`src/rtl/snn_pkg.sv`:
```
// ---------------------------------------------------------------------------
// snn_pkg
// Shared types and helpers for the winner-take-all spike arbiter.
//   wta_state_t    : arbiter state (IDLE, INH)
//   aer_evt_t      : address-event {id, ts}, sized for the widest supported
//                    configuration; narrower instances zero-extend into it
//   lowest_set_idx : index of the lowest set bit (0 when the vector is zero)
// ---------------------------------------------------------------------------
package snn_pkg;

    localparam int unsigned AER_ID_MAX_W = 8;
    localparam int unsigned AER_TS_MAX_W = 32;
    localparam int unsigned SPIKE_MAX_N  = 32;

    typedef enum logic [0:0] {
        IDLE,
        INH
    } wta_state_t;

    typedef struct packed {
        logic [AER_ID_MAX_W-1:0] id;
        logic [AER_TS_MAX_W-1:0] ts;
    } aer_evt_t;

    // Scan from the top down so the last hit is the lowest index.
    function automatic logic [AER_ID_MAX_W-1:0] lowest_set_idx(
        input logic [SPIKE_MAX_N-1:0] vec
    );
        logic [AER_ID_MAX_W-1:0] idx;
        idx = '0;
        for (int i = SPIKE_MAX_N - 1; i >= 0; i--) begin
            if (vec[i]) begin
                idx = AER_ID_MAX_W'(i);
            end
        end
        return idx;
    endfunction

endpackage

```
`src/rtl/aer_event_fifo.sv`:
```
// ---------------------------------------------------------------------------
// aer_event_fifo
// Synchronous FIFO of address-events, no bypass.
//   CLK, RST   : clock, asynchronous active-high reset (empties the FIFO)
//   i_push     : write i_evt; ignored when full unless a pop happens too
//   i_evt      : event to write
//   i_pop      : remove head; ignored when empty
//   o_full     : DEPTH entries held
//   o_empty    : no entries held
//   o_head     : oldest entry, all zeros when empty
// ---------------------------------------------------------------------------
module aer_event_fifo
    import snn_pkg::*;
#(
    parameter int unsigned DEPTH = 8
) (
    input  logic     CLK,
    input  logic     RST,
    input  logic     i_push,
    input  aer_evt_t i_evt,
    input  logic     i_pop,
    output logic     o_full,
    output logic     o_empty,
    output aer_evt_t o_head
);

    localparam int unsigned PTR_W = $clog2(DEPTH);

    aer_evt_t         r_mem [DEPTH];
    logic [PTR_W-1:0] r_wr_ptr;
    logic [PTR_W-1:0] r_rd_ptr;
    logic [PTR_W:0]   r_count;

    logic w_do_push;
    logic w_do_pop;

    assign o_full  = (r_count == (PTR_W + 1)'(DEPTH));
    assign o_empty = (r_count == '0);

    // A pop frees the slot this push needs, so full + pop still accepts.
    assign w_do_pop  = i_pop && !o_empty;
    assign w_do_push = i_push && (!o_full || w_do_pop);

    always_ff @(posedge CLK or posedge RST) begin
        if (RST) begin
            r_wr_ptr <= '0;
            r_rd_ptr <= '0;
            r_count  <= '0;
        end else begin
            if (w_do_push) begin
                r_wr_ptr <= r_wr_ptr + PTR_W'(1);
            end
            if (w_do_pop) begin
                r_rd_ptr <= r_rd_ptr + PTR_W'(1);
            end
            case ({w_do_push, w_do_pop})
                2'b10:   r_count <= r_count + (PTR_W + 1)'(1);
                2'b01:   r_count <= r_count - (PTR_W + 1)'(1);
                default: r_count <= r_count;
            endcase
        end
    end

    // Storage needs no reset: the pointers decide what is visible.
    always_ff @(posedge CLK) begin
        if (w_do_push) begin
            r_mem[r_wr_ptr] <= i_evt;
        end
    end

    assign o_head = o_empty ? '0 : r_mem[r_rd_ptr];

endmodule

```
`src/rtl/wta_spike_arbiter.sv`:
```
// ---------------------------------------------------------------------------
// wta_spike_arbiter
// Picks one winner among simultaneous neuron spikes, inhibits all other
// neurons for INH_CYCLES steps, and logs accepted spikes as {id, ts} events.
//   CLK, RST      : step clock, asynchronous active-high reset
//   SPIKE_IN      : one spike bit per neuron, sampled at posedge CLK
//   INHIBIT       : lateral inhibition, all ones except the winner while active
//   WINNER_VALID  : inhibition window active
//   WINNER_ID     : current winner index
//   EVT_VALID/EVT_READY/EVT_ID/EVT_TS : event FIFO head handshake
//   OVERFLOW      : sticky, an event was dropped on a full FIFO
// ---------------------------------------------------------------------------
module wta_spike_arbiter
    import snn_pkg::*;
#(
    parameter int unsigned N          = 10,
    parameter int unsigned ID_W       = 4,
    parameter int unsigned TS_W       = 16,
    parameter int unsigned INH_CYCLES = 8,
    parameter int unsigned FIFO_DEPTH = 8
) (
    input  logic            CLK,
    input  logic            RST,
    input  logic [N-1:0]    SPIKE_IN,
    output logic [N-1:0]    INHIBIT,
    output logic            WINNER_VALID,
    output logic [ID_W-1:0] WINNER_ID,
    output logic            EVT_VALID,
    input  logic            EVT_READY,
    output logic [ID_W-1:0] EVT_ID,
    output logic [TS_W-1:0] EVT_TS,
    output logic            OVERFLOW
);

    localparam int unsigned CNT_W = $clog2(INH_CYCLES + 1);

    wta_state_t       r_state;
    logic [CNT_W-1:0] r_cnt;
    logic [ID_W-1:0]  r_winner_id;
    logic             r_winner_valid;
    logic [N-1:0]     r_inhibit;
    logic [TS_W-1:0]  r_ts;
    logic             r_overflow;

    logic            w_any;
    logic [ID_W-1:0] w_low_idx;
    logic [N-1:0]    w_low_onehot;
    logic            w_respawn;
    logic            w_accept;
    logic [ID_W-1:0] w_evt_id;
    aer_evt_t        w_push_evt;
    aer_evt_t        w_head;
    logic            w_full;
    logic            w_empty;
    logic            w_pop;

    assign w_any        = |SPIKE_IN;
    assign w_low_idx    = ID_W'(lowest_set_idx(SPIKE_MAX_N'(SPIKE_IN)));
    assign w_low_onehot = N'(1) << w_low_idx;

    // In INH the only clear bit of r_inhibit is the winner, so this picks
    // out a spike from the current winner without a variable bit select.
    assign w_respawn = (r_state == INH) && |(SPIKE_IN & ~r_inhibit);
    assign w_accept  = (r_state == IDLE) ? w_any : w_respawn;
    assign w_evt_id  = (r_state == IDLE) ? w_low_idx : r_winner_id;

    always_comb begin
        w_push_evt    = '0;
        w_push_evt.id = AER_ID_MAX_W'(w_evt_id);
        w_push_evt.ts = AER_TS_MAX_W'(r_ts);
    end

    always_ff @(posedge CLK or posedge RST) begin
        if (RST) begin
            r_state        <= IDLE;
            r_cnt          <= '0;
            r_winner_id    <= '0;
            r_winner_valid <= 1'b0;
            r_inhibit      <= '0;
        end else begin
            unique case (r_state)
                IDLE: begin
                    if (w_any) begin
                        r_state        <= INH;
                        r_cnt          <= CNT_W'(INH_CYCLES);
                        r_winner_id    <= w_low_idx;
                        r_winner_valid <= 1'b1;
                        r_inhibit      <= ~w_low_onehot;
                    end
                end
                INH: begin
                    if (w_respawn) begin
                        r_cnt <= CNT_W'(INH_CYCLES);
                    end else if (r_cnt == CNT_W'(1)) begin
                        r_state        <= IDLE;
                        r_cnt          <= '0;
                        r_winner_valid <= 1'b0;
                        r_inhibit      <= '0;
                    end else begin
                        r_cnt <= r_cnt - CNT_W'(1);
                    end
                end
            endcase
        end
    end

    always_ff @(posedge CLK or posedge RST) begin
        if (RST) begin
            r_ts       <= '0;
            r_overflow <= 1'b0;
        end else begin
            r_ts <= r_ts + TS_W'(1);
            if (w_accept && w_full && !w_pop) begin
                r_overflow <= 1'b1;
            end
        end
    end

    assign w_pop = EVT_VALID && EVT_READY;

    aer_event_fifo #(
        .DEPTH (FIFO_DEPTH)
    ) u_fifo (
        .CLK     (CLK),
        .RST     (RST),
        .i_push  (w_accept),
        .i_evt   (w_push_evt),
        .i_pop   (w_pop),
        .o_full  (w_full),
        .o_empty (w_empty),
        .o_head  (w_head)
    );

    assign INHIBIT      = r_inhibit;
    assign WINNER_VALID = r_winner_valid;
    assign WINNER_ID    = r_winner_id;
    assign EVT_VALID    = !w_empty;
    assign EVT_ID       = ID_W'(w_head.id);
    assign EVT_TS       = TS_W'(w_head.ts);
    assign OVERFLOW     = r_overflow;

endmodule

```
`config.mk`:
```
export PLATFORM = sky130hd
export DESIGN_NAME = wta_spike_arbiter
export DESIGN_NICKNAME = d
export VERILOG_FILES = /design/src/rtl/snn_pkg.sv /design/src/rtl/aer_event_fifo.sv /design/src/rtl/wta_spike_arbiter.sv
export SDC_FILE = /design/constraint.sdc
export NUM_CORES = 1
export LEC_CHECK = 0
export CELL_PAD_IN_SITES_DETAIL_PLACEMENT = 0
export CELL_PAD_IN_SITES_GLOBAL_PLACEMENT = 1
export CORE_UTILIZATION = 55
export DETAILED_ROUTE_END_ITERATION = 8
export PLACE_DENSITY = 0.91
export SLEW_MARGIN = 20
export SYNTH_ARGS = -nofsm -noshare
export SYNTH_HDL_FRONTEND = slang
export SYNTH_SLANG_ARGS = --single-unit
```
`constraint.sdc`:
```
create_clock -name CLK -period 9.6 [get_ports CLK]
set_clock_uncertainty 0.05 [all_clocks]
set_input_delay 1.92 -clock CLK [delete_from_list [all_inputs] [get_ports CLK]]
set_output_delay 1.92 -clock CLK [all_outputs]
set_load 0.03 [all_outputs]
```
Yosys cells after proc, flatten, opt, wreduce, memory -nomap -nowiden
Memory sizes are Yosys's and may differ from the RTL's.
Index checks and enable logic that the tools add are counted.

word-level totals
  register bits after elaboration = 47
  output and inout bits = 37
  bits in writable memories = 160
  memories = 1

cells by class
  shift-type cells = 1
  bitwise gates (word level) = 4
  reductions and logical operators = 16
  add/subtract/negate cells = 6
  equality and inequality tests = 7
  multiplexer cells = 32

memories
  memory        words  width  read ports  clocked after memory_dff  write ports  RTL line              text
  u_fifo.r_mem  8      20     1           0                         1            aer_event_fifo.sv:29  aer_evt_t r_mem [DEPTH];

operators by type and width
  operator                                                            number
  4-bit 2-to-1 mux                                                    14
  36-bit 2-to-1 mux                                                   1
  10-bit 2-to-1 mux                                                   3
  10-bit inverter                                                     2
  10-bit one-hot mux with 2 select lines                              1
  10-bit OR reduction                                                 2
  16-bit by 1-bit adder with 16-bit output, second input constant     1
  4-bit one-hot mux with 2 select lines                               2
  10-bit AND                                                          1
  1-bit by 4-bit left shift with 10-bit output, first input constant  1
  1-bit 2-to-1 mux                                                    9
  4-bit by 1-bit subtractor with 4-bit output, second input constant  2
  3-bit by 1-bit adder with 3-bit output, second input constant       2
  1-bit logical AND                                                   6
  4-bit by 1-bit adder with 4-bit output, second input constant       1
  4-bit by 1-bit == test with 1-bit output, second input constant     1
  4-bit == test, second input constant                                1
  4-bit zero test                                                     1
  2-bit inequality test, second input constant                        2
  1-bit one-hot mux with 2 select lines                               2
  1-bit zero test                                                     3
  3-bit AND reduction                                                 1
  2-bit by 1-bit == test with 1-bit output, second input constant     1
  2-bit == test, second input constant                                1
  other kinds (5)                                                     5

Logic depth before layout (Yosys ltp)
  depth in word-level cells = 14
  mapped depth = 13
  mapped depth without buffers = 12

Cells and area by module
From an unflattened synthesis, not the netlist that was laid out.

unflattened totals
  cell total of the unflattened synthesis = 768
  area, all modules = 14667.8 um^2

by module, submodules not included
  module             times used  seq. area each (um^2)  area each (um^2)  cells an instance
  aer_event_fifo     1           9859.5                 12787.3           579
  wta_spike_arbiter  1           925.9                  1880.6            189

Worst setup path after synthesis
OpenSTA, ideal clock, no wires.

  path type = in2reg
  from = input port SPIKE_IN[3]
  to = memory u_fifo.r_mem[1][0] (netlist bit), enable pin
  stages on the path = 6
  setup slack = 4975 ps
  data arrival time = 4153 ps
  path buffers = 0
  required time = 9128 ps
  cells stage by stage = inv_1 -> o221ai_1 -> nor4_4 -> nor2_2 -> nand3_1 -> nor3_1

between the ends
  longest elaborated chain between the ends = 7
  elaborated cells between the ends (all ways) = 8
  classes of those cells = 3 x mux; 1 x bitwise; 4 x reduce/logical

ends and longest elaborated chain
  element                                     RTL line                 text
  start: declaration                          wta_spike_arbiter.sv:24  input logic [N-1:0] SPIKE_IN,
  10-bit AND                                  wta_spike_arbiter.sv:63  assign w_respawn = (r_state == INH) && |(SPIKE_IN & ~r_inhibit);
  10-bit OR reduction                         wta_spike_arbiter.sv:63
  1-bit logical AND                           wta_spike_arbiter.sv:63
  1-bit 2-to-1 mux (*)                        wta_spike_arbiter.sv:64  assign w_accept = (r_state == IDLE) ? w_any : w_respawn;
  1-bit logical AND (*)                       aer_event_fifo.sv:42     assign w_do_push = i_push && (!o_full || w_do_pop);
  1-bit 2-to-1 mux (*)                        aer_event_fifo.sv:66     if (w_do_push) begin
  1-bit 2-to-1 mux (implied by the code) (*)  aer_event_fifo.sv:67     r_mem[r_wr_ptr] <= i_evt;
  end: declaration                            aer_event_fifo.sv:29

Every way passes the cells marked *; elsewhere a longest branch is shown, timed or not.

Worst setup path after layout
  from = register u_fifo.r_rd_ptr[0]
  to = output port EVT_ID[3]

between the ends
  longest elaborated chain between the ends = 2

ends and longest elaborated chain
  element                   RTL line                 text
  start: declaration        aer_event_fifo.sv:31     logic [PTR_W-1:0] r_rd_ptr;
  start signal: assignment  aer_event_fifo.sv:54     r_rd_ptr <= r_rd_ptr + PTR_W'(1);
  memory 8 x 20 bit         --
  36-bit 2-to-1 mux         aer_event_fifo.sv:71     assign o_head = o_empty ? '0 : r_mem[r_rd_ptr];
  end: declaration          wta_spike_arbiter.sv:30  output logic [ID_W-1:0] EVT_ID,

Every way passes these cells.

==> summary.txt <==
STA
  • Final worst path period need: 5.128 ns
  • RSZ-0062 raised after global routing: false
  • Fmax: 0.1950 GHz
  • Setup Viol. Count Final: 0
  • Worst Tran Pin Value: 0.9688 ns
  • Setup TNS: 0 ns
  • Max-slew violations: 0
  • Hold Fails Final Rpt: 0
  • Period utilization: 53.41%
  • Slew HR: 35.06%

Hold path
  • Hold Crit Depth: 1
  • Hold Path Class: flip-flop to flip-flop
  • Hold Startpoint: OVERFLOW

Final layout
  • Commonest non-fill, non-tap cell in the layout: edfxtp_1
  • Diode count: 0
  • Area Overhead vs Synth: 17.07%
  • Fin nets: 599
  • Final Cell Area: 0.009988 mm2
  • Most frequent cells in the layout: edfxtp_1 (160), clkdlybuf4s50_1 (49), dfrtp_1 (46), mux4_2 (40), nor2_1 (38)
  • Share of layout cells above drive strength 1: 17.17%
  • Post-layout util: 65.95%

Routing
  • Routed Antenna Nets: 0
  • DRC Markers: 0
  • Total wire length: 16.27 mm
  • 1st-iter DRT viols: 430
  • Vias: 4596
  • Drt first pass iters: 4
  • Routed len/inst: 20.80 um
  • Vias/cell: 5.877

Logic synthesis
  • Sequential share of the synthesized area: 70.10%
  • Synth warn: 0
  • Mapped cell area: 0.008532 mm2
  • Synth Flop Type: edfxtp_1
  • Syn nets: 538
  • Post-synthesis async set-or-reset flop share: 22.71%
  • Syn Area/Cell: 16.50 um2
  • Post-Synthesis Cells: 517
  • Synth cell types: 50
  • Post-synth EDFFs: 160
  • Yosys reg bits: 207

Power
  • Pwr Density: 344.5 mW/mm2
  • Peak VDD IR: 0.0001551 V
  • Sw Ratio: 33.88%
  • Psw: 1.166 mW
  • Overall power: 3.441 mW
  • Pint: 2.275 mW
  • Flop pwr share: 38.7%
  • Gate power share: 37.8%
  • Clk pwr share: 23.5%
  • Leakage: 3.600 nW

CTS
  • Number of hold buffers added after cts: 0
  • Maximum level of the CTS H-tree: 1
  • Postcts setup bufs: 0
  • TritonCTS clock tree: yes
  • Reg clk slew, reported paths: 0.06 ns
  • Clk sinks: 207
  • TritonCTS buffer count: 22
  • Clock root buffer master: clkbuf_16
  • Clock latency on the worst-skew pair: 0.48 ns
  • Post_cts resized: 0
  • CTS Buffer Depth: 3

Floorplanning
  • Die width: 126.6 um
  • Ports: 50
  • Site Rows: 45
  • Core box area: 0.01515 mm2
  • Die H: 126.6 um
  • Initial Util: 56.33%
  • Die area: 0.01601 mm2

Setup path
  • Reg-to-Reg Start: INHIBIT[8]
  • Arr. time, crit path: 3.16 ns
  • CP Launch Type: flip-flop
  • CP max FO: 30
  • Crit end category: output port
  • Beginning of the critical path: u_fifo.r_rd_ptr[0]
  • R2R depth: 6
  • Crit path kind: flip-flop to output port
  • Req. time, crit path: 7.63 ns

Job
  • Max Cap Viol: 0

Run status
  • Status: complete, no violations

Global routing
  • Largest net degree at the start of global routing: 48
  • Overflow after GRT: 0
  • First-pass GRT wire length: 26.08 mm
  • Gr usage total: 21.27%
  • Initial antenna violation count: 0
  • Number of global-route vias before repair: 4906

Placement
  • Placed Instance Area: 0.009261 mm2
  • Routability Congestion: 0.8678
  • Post-DP HPWL: 9.869 mm
  • Port Buffer Count: 49
[path summary, 6_finish.rpt]
path	end	slack, ns
setup / recovery	EVT_ID[3]	4.47
hold reg to reg	OVERFLOW	0.43
hold / removal	OVERFLOW	0.43
max in group asynchronous	u_fifo.r_rd_ptr[0]	7.08
min in group asynchronous	r_cnt[2]	1.86
setup reg to reg	u_fifo.r_mem[1][6]	6.57
[critical path: stages, from the launching register on]
cell and delay [ns]:
dfrtp_2 0.61, buf_4 0.58, mux4_2 0.58, mux2i_1 0.19, nor2_1 0.06, clkdlybuf4s50_1 0.62
[final cells by class]
class                      count  area, um2
clock inverter                 7      62.56
sequential                   207       5982
multi-input combinational    273       2450
inverter                      17      65.06
tap                          188      235.2
fill                         991       5157
timing repair buffer          57      550.5
clock buffer                  33      643.1
[routing by layer]
metal | vias to the layer above | track usage (%) | share of wire (%) | routed length, um
li1 | 2100 | - | - | -
met1 | 2364 | 29.08 | 43 | 7030
met2 | 110 | 35.75 | 50 | 8101
met3 | 22 | 3.416 | 5.3 | 869
met4 | 0 | 6.237 | 1.6 | 264
met5 | - | 0 | 0 | 0
[metrics by stage]
| stage | instances | hold WS [ns] | worst slack [ns] |
|---|---|---|---|
| 6_report | 782 | 0.4300 | 4.472 |
| 5_1_grt | 782 | 0.4512 | 4.229 |
| 4_1_cts | 782 | 0.4361 | 4.374 |
| 3_5_place_dp | 742 | 0.4109 | 4.451 |
| 3_3_place_gp | 742 | 0.4163 | 4.670 |
| 2_1_floorplan | 517 | 0.4249 | 4.975 |
[synthesized netlist by cell type, drive strengths merged, types with 7 or more instances]
| master | count | area [um2] |
|---|---|---|
| edfxtp | 160 | 4805 |
| dfrtp | 47 | 1176 |
| nor2 | 46 | 177.7 |
| mux4 | 40 | 900.9 |
| nand2 | 37 | 138.9 |
| o21ai | 22 | 110.1 |
| mux2i | 21 | 210.2 |
| inv | 17 | 63.81 |
| nand3 | 14 | 70.07 |
| xnor2 | 14 | 122.6 |
| buf | 11 | 55.05 |
| nor3 | 11 | 55.05 |
| clkbuf | 9 | 33.78 |
| ha | 7 | 87.58 |
| nand2b | 7 | 51.30 |
[power groups by stage]
| stage | Clock [mW] | Sequential (mW) | Combinational, mW |
|---|---|---|---|
| floorplan | 0 | 1.35 | 0.850 |
| global placement | 0 | 1.33 | 1.28 |
| detailed placement | 0 | 1.35 | 1.30 |
| CTS | 0.823 | 1.33 | 1.31 |
| global route | 0.856 | 1.35 | 1.40 |
| finish | 0.810 | 1.33 | 1.30 |
[cell families after synthesis]
group,after synthesis,synth area share [%]
flip-flops,207,70.10
AND/OR/NAND/NOR,137,7.934
multiplexers,64,13.46
AO/OA/AOI/OAI,44,3.402
buffers and inverters,37,1.789
XOR/XNOR,20,2.053
adder cells (fa/ha/maj),8,1.261
[registers in the layout (all words and copies together) (netlist names)]
signal and flops:
u_fifo.r_count 4, u_fifo.r_wr_ptr 3, WINNER_VALID 1, r_cnt 4, r_ts 16, u_fifo.r_rd_ptr 3, OVERFLOW 1, r_state 1
WINNER_ID 4, INHIBIT 10, u_fifo.r_mem 160
Power figures use the tool's default switching activity.
